<file path="src/rtl/seq_alu_pkg.sv">
// seq_alu_pkg: opcode and FSM state encodings shared by the seq_alu block
package seq_alu_pkg;
   localparam logic [2:0] OP_ADD = 3'b000;
   localparam logic [2:0] OP_SUB = 3'b001;
   localparam logic [2:0] OP_MUL = 3'b010;
   localparam logic [2:0] OP_MOD = 3'b011;
   localparam logic [2:0] OP_DIV = 3'b100;
   localparam logic [1:0] IDLE = 2'd0;
   localparam logic [1:0] CALC = 2'd1;
   localparam logic [1:0] FIX  = 2'd2;
   localparam logic [1:0] DONE = 2'd3;
endpackage

</file>
<file path="src/rtl/seq_alu_iter.sv">
// seq_alu_iter: W-step unsigned shift-add multiplier and restoring divider
module seq_alu_iter #(parameter int W = 3) (
   input  logic           clk,
   input  logic           rst,
   input  logic           i_start,
   input  logic           i_mode,
   input  logic [W-1:0]   i_a,
   input  logic [W-1:0]   i_b,
   output logic [2*W-1:0] o_prod,
   output logic [W-1:0]   o_quo,
   output logic [W-1:0]   o_rem,
   output logic           o_done
);
   localparam int CW = $clog2(W + 1);
   logic [2*W-1:0] r_acc;
   logic [W-1:0]   r_b;
   logic           r_mode;
   logic           r_busy;
   logic [CW-1:0]  r_cnt;
   logic [W:0]     w_sum;
   logic [W:0]     w_diff;
   logic [2*W-1:0] w_mul;
   logic [2*W-1:0] w_div;
   always_comb begin
      w_sum  = {1'b0, r_acc[2*W-1:W]} + {1'b0, r_acc[0] ? r_b : {W{1'b0}}};
      w_mul  = {w_sum, r_acc[W-1:1]};
      w_diff = {1'b0, r_acc[2*W-2:W-1]} - {1'b0, r_b};
      w_div  = w_diff[W] ? {r_acc[2*W-2:0], 1'b0} : {w_diff[W-1:0], r_acc[W-2:0], 1'b1};
   end
   assign o_done = r_busy && (r_cnt == CW'(W - 1));
   assign o_prod = r_acc;
   assign o_quo  = r_acc[W-1:0];
   assign o_rem  = r_acc[2*W-1:W];
   always_ff @(posedge clk) begin
      if (rst) begin
         r_acc  <= '0;
         r_b    <= '0;
         r_mode <= 1'b0;
         r_busy <= 1'b0;
         r_cnt  <= '0;
      end else if (i_start) begin
         r_acc  <= {{W{1'b0}}, i_a};
         r_b    <= i_b;
         r_mode <= i_mode;
         r_busy <= 1'b1;
         r_cnt  <= '0;
      end else if (r_busy) begin
         r_acc  <= r_mode ? w_div : w_mul;
         r_cnt  <= r_cnt + CW'(1);
         r_busy <= !o_done;
      end
   end
endmodule

</file>
<file path="src/rtl/seq_alu.sv">
// seq_alu: handshaked multi-cycle signed ALU with add/sub/mul/div/mod and flags
module seq_alu
   import seq_alu_pkg::*;
#(parameter int W = 3) (
   input  logic           clk,
   input  logic           rst,
   input  logic [W-1:0]   A,
   input  logic [W-1:0]   B,
   input  logic [2:0]     S,
   input  logic           in_valid,
   output logic           in_ready,
   output logic [2*W-1:0] R,
   output logic           SF,
   output logic           ZF,
   output logic           DZF,
   output logic           out_valid,
   input  logic           out_ready
);
   logic [1:0]     r_state;
   logic [2:0]     r_op;
   logic           r_neg;
   logic [2*W-1:0] r_r;
   logic           r_sf;
   logic           r_zf;
   logic           r_dzf;
   logic           w_acc;
   logic           w_divop;
   logic           w_bz;
   logic           w_long;
   logic           w_load;
   logic           w_done;
   logic [W-1:0]   w_ma;
   logic [W-1:0]   w_mb;
   logic [2*W-1:0] w_ea;
   logic [2*W-1:0] w_eb;
   logic [2*W-1:0] w_fast;
   logic [2*W-1:0] w_mag;
   logic [2*W-1:0] w_res;
   logic [2*W-1:0] w_prod;
   logic [W-1:0]   w_quo;
   logic [W-1:0]   w_rem;
   logic [1:0]     w_next;
   seq_alu_iter #(.W(W)) u_iter (
      .clk(clk), .rst(rst), .i_start(w_acc && w_long), .i_mode(S != OP_MUL),
      .i_a(w_ma), .i_b(w_mb), .o_prod(w_prod), .o_quo(w_quo), .o_rem(w_rem), .o_done(w_done)
   );
   always_comb begin
      w_acc   = in_valid && in_ready;
      w_divop = (S == OP_MOD) || (S == OP_DIV);
      w_bz    = (B == '0);
      w_long  = (S == OP_MUL) || (w_divop && !w_bz);
      w_ma    = A[W-1] ? -A : A;
      w_mb    = B[W-1] ? -B : B;
      w_ea    = {{W{A[W-1]}}, A};
      w_eb    = {{W{B[W-1]}}, B};
      w_fast  = (S == OP_ADD) ? w_ea + w_eb : (S == OP_SUB) ? w_ea - w_eb : '0;
      w_mag   = (r_op == OP_MUL) ? w_prod : (r_op == OP_DIV) ? {{W{1'b0}}, w_quo} : {{W{1'b0}}, w_rem};
      w_res   = (r_state == FIX) ? (r_neg ? -w_mag : w_mag) : w_fast;
      w_load  = (w_acc && !w_long) || (r_state == FIX);
      w_next  = (r_state == IDLE) ? (w_acc ? (w_long ? CALC : DONE) : IDLE) :
                (r_state == CALC) ? (w_done ? FIX : CALC) :
                (r_state == FIX)  ? DONE : (out_ready ? IDLE : DONE);
   end
   assign in_ready  = (r_state == IDLE) && !rst;
   assign out_valid = (r_state == DONE);
   assign R   = r_r;
   assign SF  = r_sf;
   assign ZF  = r_zf;
   assign DZF = r_dzf;
   always_ff @(posedge clk) begin
      if (rst) begin
         r_state <= IDLE;
         r_op    <= OP_ADD;
         r_neg   <= 1'b0;
         r_r     <= '0;
         r_sf    <= 1'b0;
         r_zf    <= 1'b0;
         r_dzf   <= 1'b0;
      end else begin
         r_state <= w_next;
         if (w_acc) begin
            r_op  <= S;
            r_neg <= (S == OP_MOD) ? A[W-1] : A[W-1] ^ B[W-1];
         end
         if (w_load) begin
            r_r   <= w_res;
            r_sf  <= w_res[2*W-1];
            r_zf  <= (w_res == '0);
            r_dzf <= (r_state != FIX) && w_divop && w_bz;
         end
      end
   end
endmodule

</file>
<file path="config.mk">
export PLATFORM = sky130hd
export DESIGN_NAME = seq_alu
export DESIGN_NICKNAME = d
export VERILOG_FILES = /design/src/rtl/seq_alu_pkg.sv /design/src/rtl/seq_alu_iter.sv /design/src/rtl/seq_alu.sv
export SDC_FILE = /design/constraint.sdc
export NUM_CORES = 1
export LEC_CHECK = 0
export ABC_AREA = 1
export CAP_MARGIN = 10
export CORE_ASPECT_RATIO = 1.75
export CORE_MARGIN = 3
export CORE_UTILIZATION = 60
export DETAILED_ROUTE_END_ITERATION = 8
export PLACE_DENSITY = 0.81
export RECOVER_POWER = 100
export SETUP_SLACK_MARGIN = 0.5
export SLEW_MARGIN = 20
export SYNTH_ARGS = -nofsm -noshare
export SYNTH_HDL_FRONTEND = slang
export SYNTH_HIERARCHICAL = 1
export SYNTH_SLANG_ARGS = --single-unit
</file>
<file path="constraint.sdc">
create_clock -name clk -period 3.53 [get_ports clk]
set_input_delay 0.5295 -clock clk [delete_from_list [all_inputs] [get_ports clk]]
set_output_delay 0.5295 -clock clk [all_outputs]
set_load 0.03 [all_outputs]
</file>
# Word-level counts from Yosys, hierarchy flattened
# Index checks and enable logic that the tools add are counted.
# totals
in_bits	13
regBits	28
wordCells	78
# op_classes
n_bitwise	1
eq_ne	12
muxes	23
n_addsub	8
n_reduce_logical	21
# op_table
op	n
2-to-1 mux 6 bit	7
2-to-1 mux 3 bit	6
2-to-1 mux 2 bit	7
== test 3 x 2 -> 1 bit (second input constant)	3
adder 3 x 3 -> 4 bit	2
logical AND 1 bit	8
subtractor 3 x 3 -> 4 bit	2
== test 2 bit (second input constant)	3
== test 3 bit (second input constant)	2
logical NOT 3 bit	2
logical NOT 6 bit	1
negation 3 bit	2
negation 6 bit	1
logical NOT 1 bit	4
== test 3 x 1 -> 1 bit (second input constant)	1
logical OR 1 bit	3
2-to-1 mux 1 bit	3
!= test 3 x 2 -> 1 bit (second input constant)	1
adder 2 x 1 -> 2 bit (second input constant)	1
== test 2 x 1 -> 1 bit (second input constant)	1
logical NOT 2 bit	1
!= test 2 bit (second input constant)	1
nonzero test 2 bit	1
OR reduction 2 bit	1
bitwise XOR 1 bit	1

# Logic depth before layout (Yosys ltp)
# Gate-level depths: netlist of run 1.
# logic_depth
word_depth	7
mapped_depth	16

# Hierarchy
# Netlist of run 1, hierarchy kept.
# modules_own_cells
mod	area_per_inst_um2	instances	cells_each
seq_alu	1307.5	1	209
seq_alu_iter	872.1	1	114

# Worst setup path after synthesis of run 1
# OpenSTA, ideal clock, no wires.
# synth_timing
kind	input -> register
startpoint	input B[2]
endpoint	register r_zf (netlist: ZF)
t_arrival_ps	1889
path_slack_ps	1575
path_stages	14
path_cell_list	inv_1 ha_1 clkbuf_2 inv_1 or2_2 nand3_1 nand2_1 nand2_1 nand2_1 nor2_1 nand3_1 nor2_1 nand2_1 a21oi_2
# synth_via
elab_chain_cells	7
word_cells_on_any_way	13
# synth_rtl
item	line	text
start: declaration	seq_alu.sv:8	input logic [W-1:0] B,
parallel branches: the longest is 7 deep, another holds subtractor 3 x 3 -> 4 bit	-	
end signal: assignment	seq_alu.sv:88	r_zf <= (w_res == '0);
end: declaration	seq_alu.sv:24	logic r_zf;
# Several ways; the timed one is not identified.
# A chain may end at the register's enable or synchronous reset.

# Worst setup path in the final report of run 1
# layout_timing
startpoint	input rst
endpoint	output in_ready
# layout_via
elab_chain_cells	2
# layout_rtl
item	line	text
start: declaration	seq_alu.sv:6	input logic rst,
logical NOT 1 bit	seq_alu.sv:64	assign in_ready = (r_state == IDLE) && !rst;
logical AND 1 bit	seq_alu.sv:64	
end: declaration	seq_alu.sv:11	output logic in_ready,
# No other way between the ends.

==> results of run 1 <==
-- metrics by stage --
step / hold WS [ps] / cells / power, W / util
6_report: 496.7 / 381 / 0.001053 / 0.6950
5_1_grt: 514.3 / 381 / 0.001132 / 0.6950
4_1_cts: 500.4 / 381 / 0.001077 / 0.7001
3_5_place_dp: 480.5 / 377 / 0.0008923 / 0.6859
3_3_place_gp: 462.3 / 377 / 0.0008823 / 0.6859
2_1_floorplan: 451.2 / 323 / 0.0007604 / -
-- worst register-to-register path, stage by stage (launching register included) --
cell,delay (ps)
dfxtp_1,560
nor2_4,100
nand2_4,120
or2_1,150
nand2_2,80
ha_1,220
nor2_1,190
inv_1,60
nand3_1,80
nand2_1,70
a21oi_1,170
nand3_1,100
nor2_1,90
nand2_1,60
a21oi_1,110
-- layout by cell type, fill, tap and decap left out, types with 2 or more instances in the layout --
| master | Yosys | layout |
|---|---|---|
| fa_1 | 4 | 4 |
| nor2_1 | 24 | 26 |
| nand3b_1 | 2 | 2 |
| xor2_1 | 3 | 3 |
| o21ai_0 | 25 | 29 |
| a21oi_1 | 20 | 21 |
| o21a_1 | 2 | 2 |
| ha_1 | 16 | 16 |
| clkbuf_8 | 1 | 3 |
| inv_2 | 3 | 2 |
| dfxtp_1 | 27 | 27 |
| o211ai_1 | 3 | 3 |
| or2_1 | 3 | 3 |
| a31oi_1 | 2 | 2 |
| nand2_1 | 58 | 58 |
| nand2_2 | 3 | 3 |
| a21oi_2 | 3 | 2 |
| nand3_1 | 38 | 38 |
| nand3_2 | 2 | 2 |
| inv_1 | 50 | 51 |
| nor2_2 | 4 | 3 |
| clkdlybuf4s50_1 | 0 | 10 |
| a211oi_1 | 2 | 2 |
| dlygate4sd3_1 | 0 | 13 |
-- kinds of logic (layout without fill, tap and decap cells) --
logic type / Yosys count / in the layout / synth area share
buffers and inverters: 68 / 81 / 0.1458
XOR/XNOR: 4 / 4 / 0.01608
adder cells (fa/ha/maj): 20 / 20 / 0.1286
AO/OA/AOI/OAI: 63 / 63 / 0.1613
AND/OR/NAND/NOR: 141 / 141 / 0.3002
flip-flops: 27 / 27 / 0.2480
-- worst min path at each step --
| stage | startpoint | to | slack (ps) | depth (start not counted) |
|---|---|---|---|---|
| 2_1_floorplan | u_iter/r_b[2] | u_iter/r_b[2] | 450 | 2 |
| 5_1_grt | ZF | ZF | 510 | 2 |
| 3_3_place_gp | DZF | DZF | 460 | 2 |
| 3_5_place_dp | DZF | DZF | 480 | 2 |
| 4_1_cts | ZF | ZF | 500 | 2 |
| 6_report | DZF | DZF | 500 | 2 |
-- state kept, by name, summed over array words and instances (netlist names) --
| name | count |
|---|---|
| DZF | 1 |
| R | 6 |
| ZF | 1 |
| r_neg | 1 |
| r_op | 3 |
| r_state | 2 |
| u_iter/o_prod | 6 |
| u_iter/r_b | 3 |
| u_iter/r_busy | 1 |
| u_iter/r_cnt | 2 |
| u_iter/r_mode | 1 |
-- routing by layer --
metal	GRT usage	wire, µm	vias up
met5	0	0	-
met4	0.1098	159	0
met3	0.01913	126	12
met2	0.4675	2762	43
met1	0.2650	1954	938
li1	-	-	1062
-- power breakdown --
group	total (W)	switching, W	internal [W]	leakage (nW)
Combinational	0.000463	0.000293	0.000170	0.903
Clock	0.000184	0.000103	0.0000803	0.0217
Sequential	0.000407	0.0000534	0.000354	0.220
-- area by class of cell --
type                       count  area (µm²)  share of cell area
multi-input combinational    228        1308              0.5480
sequential                    27       540.5              0.2265
timing repair buffer          24       234.0             0.09806
inverter                      53       198.9             0.08338
tap                           45       56.30             0.02360
clock buffer                   3       41.29             0.01730
clock inverter                 1       7.507            0.003146
==> impl_metrics.csv, run 1 <==
group,metric,value,unit
outcome,status,"completed",
routing,drcViolationCount,0,
setup_path,slowest_stage,"dlygate4sd3_1",
routing,vias,2055,
global_route,grt_pass1_wl,8521,µm
timing,fin_setup_tns,0,ps
synth,ys_warn_count,6,
floorplan,dieArea,0.004420,mm²
timing,drv_slew,0,
clock_tree,clk_pin_slew_worst_paths,100,ps
placement,place_ws,695.0,ps
setup_path,r2r.worst_path.cells,14,
global_route,grt_start_max_net_pins,17,
finish,fin_nets,370,
clock_tree,cts_buffer_depth,2,
setup_path,critical_path.cell_chain,"dlygate4sd3_1 -> inv_1 -> nand2_1 -> inv_1 -> dlygate4sd3_1",
timing,max_freq,0.3418,GHz
setup_path,end_kind,"primary output",
timing,min_period,2925,ps
routing,antenna_left,0,
setup_path,start_kind,"primary input",
placement,place.detailed.hpwl,4076,µm
synth,ys_seq_area_frac,0.2480,
clock_tree,cts.repair.resized,0,
synth,syn-cell-area,0.002180,mm²
synth,synth-edff-count,0,
global_route,antenna_found_initial,0,
timing,worst_slack,604.5,ps
timing,skew,9.384,ps
synth,synth_area_leader_cell,"dfxtp_1",
routing,firstDrtPassIters,5,
pwr,vdd_ir_drop_max,352.4,µV
setup_path,arrival,2400,ps
timing,worst_slew_pin_slew,807.7,ps
pwr,powerDensity,441.5,mW/mm²
floorplan,start_util,0.6348,
synth,syn_avg_cell_area,6.748,µm²
routing,vias_per_cell,5.394,
timing,grt_setup_unrepaired,"no",
finish,syn2layout_area_growth,9.472,%
min_path,hold_path.class,"reg2reg",
synth,synth_cell_type_count,37,
finish,final_area,0.002386,mm²
setup_path,crit_type,"in2out",
synth,ys.flop_type,"dfxtp_1",
timing,hold_viol_final,0,
synth,netlist_instances,323,
routing,wl,5002,µm
floorplan,fp.dieH,85.73,µm
timing,finalSetupViolCount,0,
flow_run,maxCapViolCount,0,
synth,yosysTopAreaCellShare,0.2480,
setup_path,crit_buf_inv,4,
setup_path,path_max_fanout,11,
synth,synth-async-reset-ratio,0,
finish,n_antenna_cell,0,
synth,yosysMostFrequentCell,"nand2_1",
placement,port_buffers,23,
clock_tree,cts_buffers,3,
finish,nFillCells,333,
setup_path,r2r_start,"r_op[2]",
routing,wire_per_inst,13.13,µm
clock_tree,cts_root_buffer,"clkbuf_8",
global_route,grt_pass1_vias,2024,
setup_path,worstPathRequired,3000,ps
synth,ys_ff_latch,27,
setup_path,startpoint,"rst",
setup_path,timing.critical_path.to,"in_ready",
setup_path,r2r_setup_slack,1330,ps
global_route,groute.usage.overall,0.2466,
timing,slew_headroom,0.4595,
global_route,grt-ovfl-total,0,
synth,synth_common_cells,"nand2_1 (58), inv_1 (50), nand3_1 (38), dfxtp_1 (27), o21ai_0 (25)",
placement,place_area,0.002355,mm²
finish,post_route_cells_drive_above_1_share,0.05655,
floorplan,num_rows,28,
clock_tree,clk_latency,280,ps
clock_tree,h-tree-depth,1,
placement,gp_congestion,0.9417,
setup_path,cp_top_family,"buffers and inverters",
clock_tree,postCtsHoldBufs,0,
setup_path,critPathMaxStageDelay,730,ps
floorplan,core,0.003433,mm²
clock_tree,tritoncts,"built",
clock_tree,clock_sinks,27,
routing,drt_iter0_drc,61,
synth,synth.net_count,356,
floorplan,io_pins,24,
setup_path,r2r-end,"ZF",
setup_path,crit_cells,5,
floorplan,dieWidth,51.56,µm
clock_tree,cts_setup_buffers,0,
timing,fin_crit_sh,0.8287,
synth,synth_area_leaders,"dfxtp_1 (25%), nand2_1 (10%), ha_1 (9.2%), nand3_1 (8.7%), inv_1 (8.6%)",
pwr,p_leak,1.145,nW
Note: power is estimated with default switching activity, not from simulation.
==> run 2, diff against run 1 <==
Settings changed: CORE_UTILIZATION 60 to 51, PLACE_DENSITY 0.81 to 0.73.
Clock period 3.53 ns to 2.68 ns, I/O delays scaled along.
==> impl_metrics.csv, run 2 (synthesized netlist as in run 1, its figures left out) <==
group,metric,value,unit
clock_tree,cts_setup_buffers,0,
routing,vias,2059,
global_route,antenna_found_initial,0,
routing,vias_per_cell,5.293,
placement,gp_congestion,0.8348,
clock_tree,clock_sinks,27,
placement,place_ws,49.92,ps
clock_tree,h-tree-depth,1,
timing,min_period,2286,ps
clock_tree,cts_root_buffer,"clkbuf_8",
min_path,hold_end,"u_iter/r_b[0]",
timing,grt_setup_unrepaired,"yes",
clock_tree,postCtsHoldBufs,0,
routing,firstDrtPassIters,4,
floorplan,start_util,0.5478,
global_route,groute.usage.overall,0.2137,
timing,drv_slew,0,
timing,fin_crit_sh,0.8530,
setup_path,r2r_setup_slack,570,ps
floorplan,io_pins,24,
setup_path,r2r.worst_path.cells,14,
global_route,grt_pass1_vias,2050,
placement,port_buffers,23,
global_route,grt_start_max_net_pins,16,
timing,max_freq,0.4375,GHz
timing,worst_slack,394.1,ps
clock_tree,clk_latency,270,ps
finish,n_antenna_cell,0,
finish,fin_nets,375,
floorplan,core,0.003979,mm²
pwr,powerDensity,567.4,mW/mm²
finish,post_route_cells_drive_above_1_share,0.1026,
routing,drcViolationCount,0,
global_route,grt-ovfl-total,0,
floorplan,dieArea,0.005125,mm²
routing,wl,5099,µm
pwr,p_clk_frac,0.167,
setup_path,end_kind,"primary output",
timing,finalSetupViolCount,0,
finish,final_cell_mix,"nand2_1 (57), inv_1 (49), nand3_1 (38)",
routing,antenna_left,0,
timing,hold_viol_final,0,
pwr,p_switching,0.0005930,W
timing,slew_headroom,0.7441,
pwr,switching_share,0.4218,
floorplan,dieWidth,55.42,µm
placement,place.detailed.hpwl,4117,µm
timing,skew,6.060,ps
min_path,hold_path_depth,3,
pwr,p_leak,1.233,nW
setup_path,slowest_stage,"dlygate4sd3_1",
global_route,grt_pass1_wl,8990,µm
setup_path,start_kind,"primary input",
pwr,combPwrFrac,0.454,
clock_tree,cts_buffers,3,
min_path,min_from,"B[0]",
timing,worst_slew_pin_slew,379.8,ps
floorplan,num_rows,30,
pwr,vdd_ir_drop_max,484.8,µV
setup_path,r2r-end,"ZF",
setup_path,worstPathRequired,2280,ps
floorplan,fp.dieH,92.48,µm
setup_path,critical_path.cell_chain,"dlygate4sd3_1 -> inv_1 -> nand2_1 -> inv_1 -> dlygate4sd3_1",
setup_path,critPathMaxStageDelay,730,ps
min_path,hold_path.class,"in2reg",
timing,fin_setup_tns,0,ps
clock_tree,clk_pin_slew_worst_paths,90,ps
setup_path,crit_type,"in2out",
setup_path,arrival,1880,ps
setup_path,path_max_fanout,2,
finish,nFillCells,399,
flow_run,maxCapViolCount,0,
pwr,intPower,0.0008127,W
clock_tree,cts_buffer_depth,2,
routing,drt_iter0_drc,54,
outcome,status,"completed",
setup_path,r2r_start,"r_op[2]",
pwr,seq_power_share,0.380,
finish,layout_commonest_cell,"nand2_1",
routing,wire_per_inst,13.11,µm
clock_tree,tritoncts,"built",
finish,syn2layout_area_growth,13.66,%
## run 2: layer usage
metal	global-route usage	share of wire	vias up
met1	0.2183	0.38	929
met3	0.01116	0.023	17
met4	0.09736	0.034	0
met5	0	0	-
met2	0.4279	0.56	37
li1	-	-	1076
## run 2: layout make-up
cell class	count	area, µm²	area share
well taps	48	60.06	0.02424
repair buffers	29	286.5	0.1157
inverters	53	198.9	0.08030
clock buffers	3	41.29	0.01667
clock inverters	1	5.005	0.002020
flip-flops and latches	27	543.0	0.2192
multi-input cells	228	1343	0.5419
## run 2: worst max-delay path by stage
stage	from	end	slack, ps
6_report	rst	in_ready	390
3_5_place_dp	A[0]	ZF	50
3_3_place_gp	A[0]	ZF	120
2_1_floorplan	B[2]	ZF	850
4_1_cts	B[0]	ZF	500
5_1_grt	rst	u_iter/r_mode	310
## run 2: power by group through the flow
stage               Sequential, W  Combinational [W]  Clock, W
finish                   0.000534           0.000638  0.000234
global route             0.000546           0.000721  0.000254
CTS                      0.000533           0.000651  0.000245
detailed placement       0.000542           0.000638         0
global placement         0.000539           0.000632         0
floorplan                0.000577           0.000425         0
## run 2: worst max-delay path, delay by kind of cell
family                 cells  cell delay, ps
AND/OR/NAND/NOR            1              70
buffers and inverters      4            1400
## run 2: metrics by stage
step	instance area [µm²]	std cells	total power [W]	util	hold WS, ps
5_1_grt	2477	389	0.001521	0.6226	496.8
2_1_floorplan	2180	323	0.001002	-	451.2
6_report	2477	389	0.001406	0.6226	471.7
3_3_place_gp	2396	385	0.001172	0.6022	461.4
3_5_place_dp	2396	385	0.001180	0.6022	460.5
4_1_cts	2457	389	0.001428	0.6176	479.6
## run 2: what timing repair did
| item | 4_1_cts | 5_1_grt |
|---|---|---|
| endpoints found under the hold margin | 0 | 0 |
| endpoints found under the setup margin | 1 | 8 |
| gates resized for setup | 4 | 16 |
| pin swaps | 0 | 2 |
| cloned | 0 | 0 |
